### src/rtl/am_lock_multimode_if.sv
// Coded-block stream bundle shared by the AM lock input and output sides.
// master drives valid/data, slave consumes them.
interface am_lock_multimode_if #(
  parameter int NB_CODED_BLOCK = 66
);
  logic                      valid;
  logic [NB_CODED_BLOCK-1:0] data;

  modport master (output valid, output data);
  modport slave  (input  valid, input  data);
endinterface

### src/rtl/am_lock_multimode.sv
// Per-lane alignment-marker lock for the RX PCS: candidate search,
// lock FSM with lane pinning, AM removal and BIP error counting.
module am_lock_multimode #(
  parameter int NB_CODED_BLOCK    = 66,
  parameter int N_ALIGNER         = 20,
  parameter int NB_LANE_ID        = $clog2(N_ALIGNER),
  parameter int NB_AM             = 48,
  parameter logic [N_ALIGNER*NB_AM-1:0] AM_TABLE = {
    48'hC0F0E53F0F1A, 48'h5F662AA099D5, 48'hADD6B7522948,
    48'hC4314C3BCEB3, 48'h3536CDCAC932, 48'h83C7CA7C3835,
    48'h1AF8BDE50742, 48'h5CB9B2A3464D, 48'hB99155466EAA,
    48'hFD6C99029366, 48'h68C9FB973604, 48'hA024765FDB89,
    48'h7B456684BA99, 48'h9A4A2665B5D9, 48'hDD14C222EB3D,
    48'hF507090AF8F6, 48'h4D957BB26A84, 48'h594BE8A6B417,
    48'h9D718E628E71, 48'hC168213E97DE},
  parameter int NB_AM_PERIOD      = 16,
  parameter int NB_VAL_AM         = 5,
  parameter int NB_INV_AM         = 3,
  parameter int NB_ERROR_COUNTER  = 32,
  parameter int NB_RESYNC_COUNTER = 8
) (
  input  logic                         i_clock,
  input  logic                         i_reset,
  input  logic                         i_rf_enable,
  input  logic                         i_block_lock,
  input  logic [7:0]                   i_calculated_bip,
  input  logic [NB_AM-1:0]             i_rf_compare_mask,
  input  logic [NB_LANE_ID:0]          i_rf_n_active,
  input  logic [NB_VAL_AM-1:0]         i_rf_valid_am_thr,
  input  logic [NB_INV_AM-1:0]         i_rf_invalid_am_thr,
  input  logic [NB_AM_PERIOD-1:0]      i_rf_am_period,
  am_lock_multimode_if.slave           rx,
  am_lock_multimode_if.master          tx,
  output logic                         o_start_of_lane,
  output logic [NB_LANE_ID-1:0]        o_lane_id,
  output logic                         o_am_lock,
  output logic                         o_resync,
  output logic                         o_bip_restart,
  output logic [NB_ERROR_COUNTER-1:0]  o_error_counter,
  output logic [NB_RESYNC_COUNTER-1:0] o_resync_counter
);

  localparam logic [NB_CODED_BLOCK-1:0] AM_IDLE = {2'b10, 8'h1E, 56'h0};

  typedef enum logic [1:0] {SEARCH, CONFIRM, LOCKED} state_t;

  state_t                      state, state_next;
  logic [NB_AM-1:0]            am;
  logic [7:0]                  rx_bip;
  logic                        hdr_ok;
  logic [NB_LANE_ID:0]         n_act;
  logic [NB_VAL_AM-1:0]        vthr;
  logic [NB_INV_AM-1:0]        ithr;
  logic [N_ALIGNER-1:0]        hit;
  logic                        any_hit;
  logic [NB_LANE_ID-1:0]       hit_id;
  logic                        pin_hit;
  logic                        am_slot;
  logic [NB_AM_PERIOD-1:0]     pcnt, pcnt_next;
  logic [NB_VAL_AM-1:0]        good, good_next;
  logic [NB_VAL_AM:0]          good_inc;
  logic [NB_INV_AM-1:0]        bad, bad_next;
  logic [NB_INV_AM:0]          bad_inc;
  logic [NB_LANE_ID-1:0]       lane_next;
  logic                        resync_next;
  logic                        err_upd;
  logic                        sub;
  logic                        sol;
  logic                        restart;
  logic [3:0]                  nerr;
  logic [NB_ERROR_COUNTER:0]   err_sum;
  logic [NB_ERROR_COUNTER-1:0] err_sat;

  assign am      = {rx.data[63:40], rx.data[31:8]};
  assign rx_bip  = rx.data[39:32];
  assign hdr_ok  = rx.data[65:64] == 2'b10;
  assign n_act   = (i_rf_n_active == '0) ?
                   (NB_LANE_ID+1)'(1) : i_rf_n_active;
  assign vthr    = (i_rf_valid_am_thr == '0) ?
                   NB_VAL_AM'(1) : i_rf_valid_am_thr;
  assign ithr    = (i_rf_invalid_am_thr == '0) ?
                   NB_INV_AM'(1) : i_rf_invalid_am_thr;
  assign am_slot = rx.valid && (pcnt == i_rf_am_period - 1'b1);

  always_comb begin
    hit = '0;
    for (int k = 0; k < N_ALIGNER; k++)
      hit[k] = hdr_ok && (k < int'(n_act)) &&
               ((am & i_rf_compare_mask) ==
                (AM_TABLE[k*NB_AM +: NB_AM] & i_rf_compare_mask));
  end

  // Scan downwards so the lowest matching candidate wins.
  always_comb begin
    hit_id = '0;
    for (int k = N_ALIGNER-1; k >= 0; k--)
      if (hit[k]) hit_id = NB_LANE_ID'(k);
  end

  assign any_hit  = |hit;
  assign pin_hit  = any_hit && (hit_id == o_lane_id);
  assign good_inc = {1'b0, good} + 1'b1;
  assign bad_inc  = {1'b0, bad} + 1'b1;
  assign nerr     = 4'($countones(rx_bip ^ i_calculated_bip));
  assign err_sum  = {1'b0, o_error_counter} + (NB_ERROR_COUNTER+1)'(nerr);
  assign err_sat  = err_sum[NB_ERROR_COUNTER] ?
                    '1 : err_sum[NB_ERROR_COUNTER-1:0];

  always_comb begin
    state_next  = state;
    pcnt_next   = pcnt;
    good_next   = good;
    bad_next    = bad;
    lane_next   = o_lane_id;
    resync_next = 1'b0;
    err_upd     = 1'b0;
    sub         = 1'b0;
    sol         = 1'b0;
    restart     = 1'b0;
    if (!i_rf_enable) begin
      state_next = SEARCH;
      pcnt_next  = '0;
      good_next  = '0;
      bad_next   = '0;
    end else if (!i_block_lock) begin
      state_next  = SEARCH;
      pcnt_next   = '0;
      good_next   = '0;
      bad_next    = '0;
      resync_next = state == LOCKED;
    end else if (rx.valid) begin
      pcnt_next = am_slot ? '0 : pcnt + 1'b1;
      unique case (state)
        SEARCH: begin
          if (any_hit) begin
            lane_next  = hit_id;
            pcnt_next  = '0;
            good_next  = NB_VAL_AM'(1);
            bad_next   = '0;
            sub        = 1'b1;
            restart    = 1'b1;
            state_next = (vthr == NB_VAL_AM'(1)) ? LOCKED : CONFIRM;
          end
        end
        CONFIRM: begin
          sub = any_hit;
          if (am_slot) begin
            restart = 1'b1;
            if (pin_hit) begin
              sol       = 1'b1;
              good_next = good_inc[NB_VAL_AM-1:0];
              if (good_inc >= {1'b0, vthr}) state_next = LOCKED;
            end else begin
              good_next  = '0;
              state_next = SEARCH;
            end
          end
        end
        LOCKED: begin
          if (am_slot) begin
            sub     = 1'b1;
            restart = 1'b1;
            if (pin_hit) begin
              sol      = 1'b1;
              err_upd  = 1'b1;
              bad_next = '0;
            end else if (bad_inc >= {1'b0, ithr}) begin
              state_next  = SEARCH;
              resync_next = 1'b1;
              bad_next    = '0;
              good_next   = '0;
            end else begin
              bad_next = bad_inc[NB_INV_AM-1:0];
            end
          end
        end
        default: state_next = SEARCH;
      endcase
    end
  end

  assign o_am_lock     = state == LOCKED;
  assign o_bip_restart = i_reset && restart;

  always_ff @(posedge i_clock or negedge i_reset) begin
    if (!i_reset) begin
      state            <= SEARCH;
      pcnt             <= '0;
      good             <= '0;
      bad              <= '0;
      o_lane_id        <= '0;
      o_resync         <= 1'b0;
      o_error_counter  <= '0;
      o_resync_counter <= '0;
      o_start_of_lane  <= 1'b0;
      tx.valid         <= 1'b0;
      tx.data          <= '0;
    end else begin
      state           <= state_next;
      pcnt            <= pcnt_next;
      good            <= good_next;
      bad             <= bad_next;
      o_lane_id       <= lane_next;
      o_resync        <= resync_next;
      o_start_of_lane <= sol;
      tx.valid        <= rx.valid && i_rf_enable;
      tx.data         <= !i_rf_enable ? '0 : sub ? AM_IDLE : rx.data;
      if (resync_next)
        o_error_counter <= '0;
      else if (err_upd)
        o_error_counter <= err_sat;
      if (resync_next && (o_resync_counter != '1))
        o_resync_counter <= o_resync_counter + 1'b1;
    end
  end

endmodule

### src/flat_wrapper.sv
// flat-port wrapper written by rule: the top's interface ports become plain ports
module am_lock_multimode_flat 
#(
  parameter int NB_CODED_BLOCK    = 66,
  parameter int N_ALIGNER         = 20,
  parameter int NB_LANE_ID        = $clog2(N_ALIGNER),
  parameter int NB_AM             = 48,
  parameter logic [N_ALIGNER*NB_AM-1:0] AM_TABLE = {
    48'hC0F0E53F0F1A, 48'h5F662AA099D5, 48'hADD6B7522948,
    48'hC4314C3BCEB3, 48'h3536CDCAC932, 48'h83C7CA7C3835,
    48'h1AF8BDE50742, 48'h5CB9B2A3464D, 48'hB99155466EAA,
    48'hFD6C99029366, 48'h68C9FB973604, 48'hA024765FDB89,
    48'h7B456684BA99, 48'h9A4A2665B5D9, 48'hDD14C222EB3D,
    48'hF507090AF8F6, 48'h4D957BB26A84, 48'h594BE8A6B417,
    48'h9D718E628E71, 48'hC168213E97DE},
  parameter int NB_AM_PERIOD      = 16,
  parameter int NB_VAL_AM         = 5,
  parameter int NB_INV_AM         = 3,
  parameter int NB_ERROR_COUNTER  = 32,
  parameter int NB_RESYNC_COUNTER = 8
)
  (i_clock, i_reset, i_rf_enable, i_block_lock, i_calculated_bip, i_rf_compare_mask, i_rf_n_active, i_rf_valid_am_thr, i_rf_invalid_am_thr, i_rf_am_period, o_start_of_lane, o_lane_id, o_am_lock, o_resync, o_bip_restart, o_error_counter, o_resync_counter, rx_valid, rx_data, tx_valid, tx_data);
  am_lock_multimode_if #(.NB_CODED_BLOCK(NB_CODED_BLOCK)) rx_i ();
  am_lock_multimode_if #(.NB_CODED_BLOCK(NB_CODED_BLOCK)) tx_i ();
  input  logic i_clock;
  input  logic i_reset;
  input  logic i_rf_enable;
  input  logic i_block_lock;
  input  logic [7:0] i_calculated_bip;
  input  logic [NB_AM-1:0] i_rf_compare_mask;
  input  logic [NB_LANE_ID:0] i_rf_n_active;
  input  logic [NB_VAL_AM-1:0] i_rf_valid_am_thr;
  input  logic [NB_INV_AM-1:0] i_rf_invalid_am_thr;
  input  logic [NB_AM_PERIOD-1:0] i_rf_am_period;
  output logic o_start_of_lane;
  output logic [NB_LANE_ID-1:0] o_lane_id;
  output logic o_am_lock;
  output logic o_resync;
  output logic o_bip_restart;
  output logic [NB_ERROR_COUNTER-1:0] o_error_counter;
  output logic [NB_RESYNC_COUNTER-1:0] o_resync_counter;
  input wire logic [$bits(rx_i.valid)-1:0] rx_valid;
  input wire logic [$bits(rx_i.data)-1:0] rx_data;
  output wire logic [$bits(tx_i.valid)-1:0] tx_valid;
  output wire logic [$bits(tx_i.data)-1:0] tx_data;
  assign rx_i.valid = rx_valid;
  assign rx_i.data = rx_data;
  assign tx_valid = tx_i.valid;
  assign tx_data = tx_i.data;
  am_lock_multimode #(.NB_CODED_BLOCK(NB_CODED_BLOCK), .N_ALIGNER(N_ALIGNER), .NB_LANE_ID(NB_LANE_ID), .NB_AM(NB_AM), .AM_TABLE(AM_TABLE), .NB_AM_PERIOD(NB_AM_PERIOD), .NB_VAL_AM(NB_VAL_AM), .NB_INV_AM(NB_INV_AM), .NB_ERROR_COUNTER(NB_ERROR_COUNTER), .NB_RESYNC_COUNTER(NB_RESYNC_COUNTER)) u_core (.i_clock(i_clock), .i_reset(i_reset), .i_rf_enable(i_rf_enable), .i_block_lock(i_block_lock), .i_calculated_bip(i_calculated_bip), .i_rf_compare_mask(i_rf_compare_mask), .i_rf_n_active(i_rf_n_active), .i_rf_valid_am_thr(i_rf_valid_am_thr), .i_rf_invalid_am_thr(i_rf_invalid_am_thr), .i_rf_am_period(i_rf_am_period), .rx(rx_i), .tx(tx_i), .o_start_of_lane(o_start_of_lane), .o_lane_id(o_lane_id), .o_am_lock(o_am_lock), .o_resync(o_resync), .o_bip_restart(o_bip_restart), .o_error_counter(o_error_counter), .o_resync_counter(o_resync_counter));
endmodule
### config.mk
export PLATFORM = sky130hd
export DESIGN_NAME = am_lock_multimode_flat
export DESIGN_NICKNAME = d
export VERILOG_FILES = /design/src/rtl/am_lock_multimode_if.sv /design/src/rtl/am_lock_multimode.sv /design/src/flat_wrapper.sv
export SDC_FILE = /design/constraint.sdc
export NUM_CORES = 1
export LEC_CHECK = 0
export CAP_MARGIN = 20
export CORE_AREA = 2 2 168 170
export DETAILED_ROUTE_END_ITERATION = 7
export DIE_AREA = 0 0 170 172
export PLACE_DENSITY_LB_ADDON = 0.2
export REMOVE_ABC_BUFFERS = 1
export SLEW_MARGIN = 10
export SYNTH_ARGS = -nofsm -noshare
export SYNTH_HDL_FRONTEND = slang
export SYNTH_SLANG_ARGS = --single-unit
export TNS_END_PERCENT = 10
### constraint.sdc
create_clock -name i_clock -period 3.4 [get_ports i_clock]
set_clock_uncertainty 0.15 [all_clocks]
set_input_delay 0.51 -clock i_clock [delete_from_list [all_inputs] [get_ports i_clock]]
set_output_delay 0.51 -clock i_clock [all_outputs]
set_load 0.03 [all_outputs]
==> metrics.txt <==
Post-DRT Antenna Nets=0; Final setup violation count=between 50 and 60; WP data required=between 3 and 4 ns; worst skew pair latency=0.43 ns; post-DP HPWL=between 20 and 30 mm; wire length per cell=around 18 µm; Starting Density=about a third; Fin. Hold Viols=0; clock sinks=140; FF+latch count, synth=140; core outline area=around 27000 µm²; Die H=roughly 170 µm; max cap viols=0; Max Fanout on Critical Path=6; CTS clk-pin slew, worst paths=around 0.070 ns; gate count of the mapped netlist=1069; Detailed Routing Iterations Pass 1=7; total grt overflow=0; Final min period=4.429 ns; Num CTS Buffers=17; RSZ-0062 raised after global routing=yes; vias in the first global route=9851; H-tree levels=4; pre-CTS setup slack=-1.998 ns; violated checks=setup timing; IO buf count=between 200 and 300; crit path cell chain=buf_6 -> xor2_2 -> buf_6 -> ha_4 -> inv_2 -> fa_1 -> inv_1 -> fa_1 -> ha_2 -> fa_1 -> ha_4 -> a21o_1 -> a21oi_2 -> nor2_2 -> nand3_2 -> nor3_4 -> nand3_4 -> and2_4 -> buf_12 -> a311oi_2; Layout Nets=between 1500 and 2000; outcome=complete, but fails checks; final period utilization=130.3%; Post-Route WL=around 34 mm; area grow syn2layout=58.27%; pin count of the biggest net entering global routing=between 50 and 60; max-slew violation count=0; Layout Utilization=approximately 54%; die area=roughly 29000 µm²; global-route wire length before repair=52.33 mm; Netlist cell types=80; layout cells sized above 1=23.04%; # IOs=between 200 and 300; Avg Vias per Cell=~5.3; GR Util All Layers=22.86%; Pwr Density=308.4 nW/µm²; Root Driver=clkbuf_16; Rel. slew slack=52.08%; 1st-iter DRT viols=565; EDFF count, synth=0; ys async rst share=100.0%; DRC=0; standard-cell row count=61; fmax=roughly 0.23 GHz; Synth warnings=0; cell mode on critical path=fa_1; highest-delay cell along the critical path=fa_1; CP endpoint kind=register; TritonCTS clock tree=yes; Die W=between 150 and 200 µm; HP Class=primary input to register; Post-synth top flop=dfrtp_1; via count=a little over 10000; CP max stage delay=~0.5 ns; leakage power=between 6 and 7 nW; GP Congestion=about 0.96; Least-Margin Pin Slew=~0.7 ns; Max Root-Sink Buffers=2; synthesized area=9429 µm²; CP Launch Type=primary input; synthesized area per cell=approximately 8.8 µm²; initial antenna violation count=2; setup tns final=-38.13 ns; data arrival time of the worst path=4.61 ns; sequential share of the synthesized area=between 30% and 40%; Peak VDD IR=around 0.26 mV; worst setup margin=-1.029 ns; Worst Path Class, Setup=primary input to register
-- power by group --
part | total, W | switching [W] | internal (W) | leakage, nW
combinational | 0.00106 | 0.000538 | 0.000527 | 4.39
clock | 0.00182 | 0.000855 | 0.000962 | 0.260
sequential | 0.00172 | 0.0000141 | 0.00171 | 1.88
-- cells in the final DEF, fill, tap and decap left out, types with 12 or more instances in the layout --
cell type	n
nand2b_1	60
clkbuf_16	20
nor2_1	57
nor3_1	30
nor4_2	12
o21ai_0	37
xor2_1	24
buf_4	183
xnor2_1	14
and3_1	19
nand4_1	73
dfrtp_1	140
a21oi_1	39
nand2_1	118
ha_1	21
and2_1	69
nor4_1	24
inv_1	31
nand3_1	36
clkdlybuf4s50_1	254
-- stage by stage --
stage                     hold slack, ns  total power (W)  instances  instance area, µm²
after floorplan                  0.06441         0.002183       1038                9271
after global placement            0.2899         0.002759       1847               13930
after detailed placement          0.2892         0.002762       1847               13930
after CTS                         0.1610         0.004644       1884               14650
after global routing              0.1626         0.004829       1889               14920
final                             0.1773         0.004603       1890               14920
-- critical path, delay by kind of cell --
| family | cells | cell delay (ns) |
|---|---|---|
| adders and majority gates | 6 | 2.07 |
| xor gates and xnor gates | 1 | 0.16 |
| AOI/OAI and AO/OA | 3 | 0.42 |
| buffers and inverters | 5 | 0.46 |
| and+or+nand+nor | 5 | 1.00 |
-- routing by layer --
layer | up-vias | wire length, µm | track usage (%)
li1 | 4850 | - | -
met1 | 4784 | 14440 | 29.59
met2 | 396 | 15740 | 38.07
met3 | 66 | 2307 | 4.532
met4 | 0 | 1050 | 8.324
met5 | - | 0 | 0
-- layout make-up --
class / instances / area, µm²
inverter: 35 / 133.9
multi-input combinational: 863 / 5968
clock inverter: 14 / 125.1
fill: 2510 / 12550
antenna: 3 / 7.507
clock buffer: 18 / 429.2
tap: 346 / 432.9
sequential: 140 / 3503
timing repair buffer: 471 / 4323
-- timing repair --
item                                    in CTS  in global routing
cloned                                       0                  3
resized for setup                           79                 58
pin swaps                                   40                 32
hold endpoints to repair                    35                  0
hold buffers                                 1                  0
setup buffers                                4                  0
endpoints found under the setup margin     125                139
-- logic make-up (layout without fill, tap and decap cells) --
family,count (synthesis),in the layout,synth area share [%]
adder cells (fa/ha/maj),32,32,4.644
multiplexers,16,16,1.818
other,0,3,0
flip-flops,140,140,37.15
buffers and inverters,66,538,3.065
AO/OA/AOI/OAI,181,181,12.88
XOR/XNOR,40,40,3.716
AND/OR/NAND/NOR,594,594,36.72
-- worst paths after layout --
check	from	endpoint	slack [ns]	cells past startpoint
worst max-delay path	i_calculated_bip[5]	u_core.o_error_counter[7]	-1.03	20
worst min-delay path	rx_data[35]	u_core.tx.data[35]	0.18	2
min in group asynchronous	i_reset	u_core.o_error_counter[12]	0.39	2
worst min register to register	u_core.o_resync_counter[5]	u_core.o_resync_counter[5]	0.36	1
worst max register to register	u_core.pcnt[10]	u_core.o_error_counter[31]	0.20	14
max in group asynchronous	i_reset	u_core.tx.data[52]	1.64	3
-- state kept, by name (all words and copies together), names as in the netlist, 2 cells and up --
name and flops:
u_core.bad 3, u_core.good 5, u_core.o_error_counter 32, u_core.o_lane_id 5, u_core.o_resync_counter 8, u_core.pcnt 16, u_core.state 2, u_core.tx.data 66
-- cell usage after synthesis (9+ instances only) --
library cell,instances,area [µm²]
xor2_1,26,227.7
buf_2,9,45.04
a31oi_1,9,56.30
clkbuf_1,17,63.81
nand2b_1,60,375.4
nand4_1,73,456.7
nor4_1,28,175.2
and4_1,10,87.58
nor2b_1,12,75.07
nand2_1,120,450.4
a311oi_1,15,131.4
ha_1,27,337.8
nor3_1,34,170.2
inv_1,35,131.4
xnor2_1,14,122.6
o21ai_0,47,235.2
nand4_2,9,112.6
and3_1,23,143.9
and2_1,71,444.2
a21o_1,9,67.56
a21oi_1,42,210.2
nor2_1,59,221.5
dfrtp_1,140,3503
nand3_1,40,200.2
mux2i_1,10,100.1
nor4_2,10,125.1
Note: power is estimated with default switching activity, not from simulation.
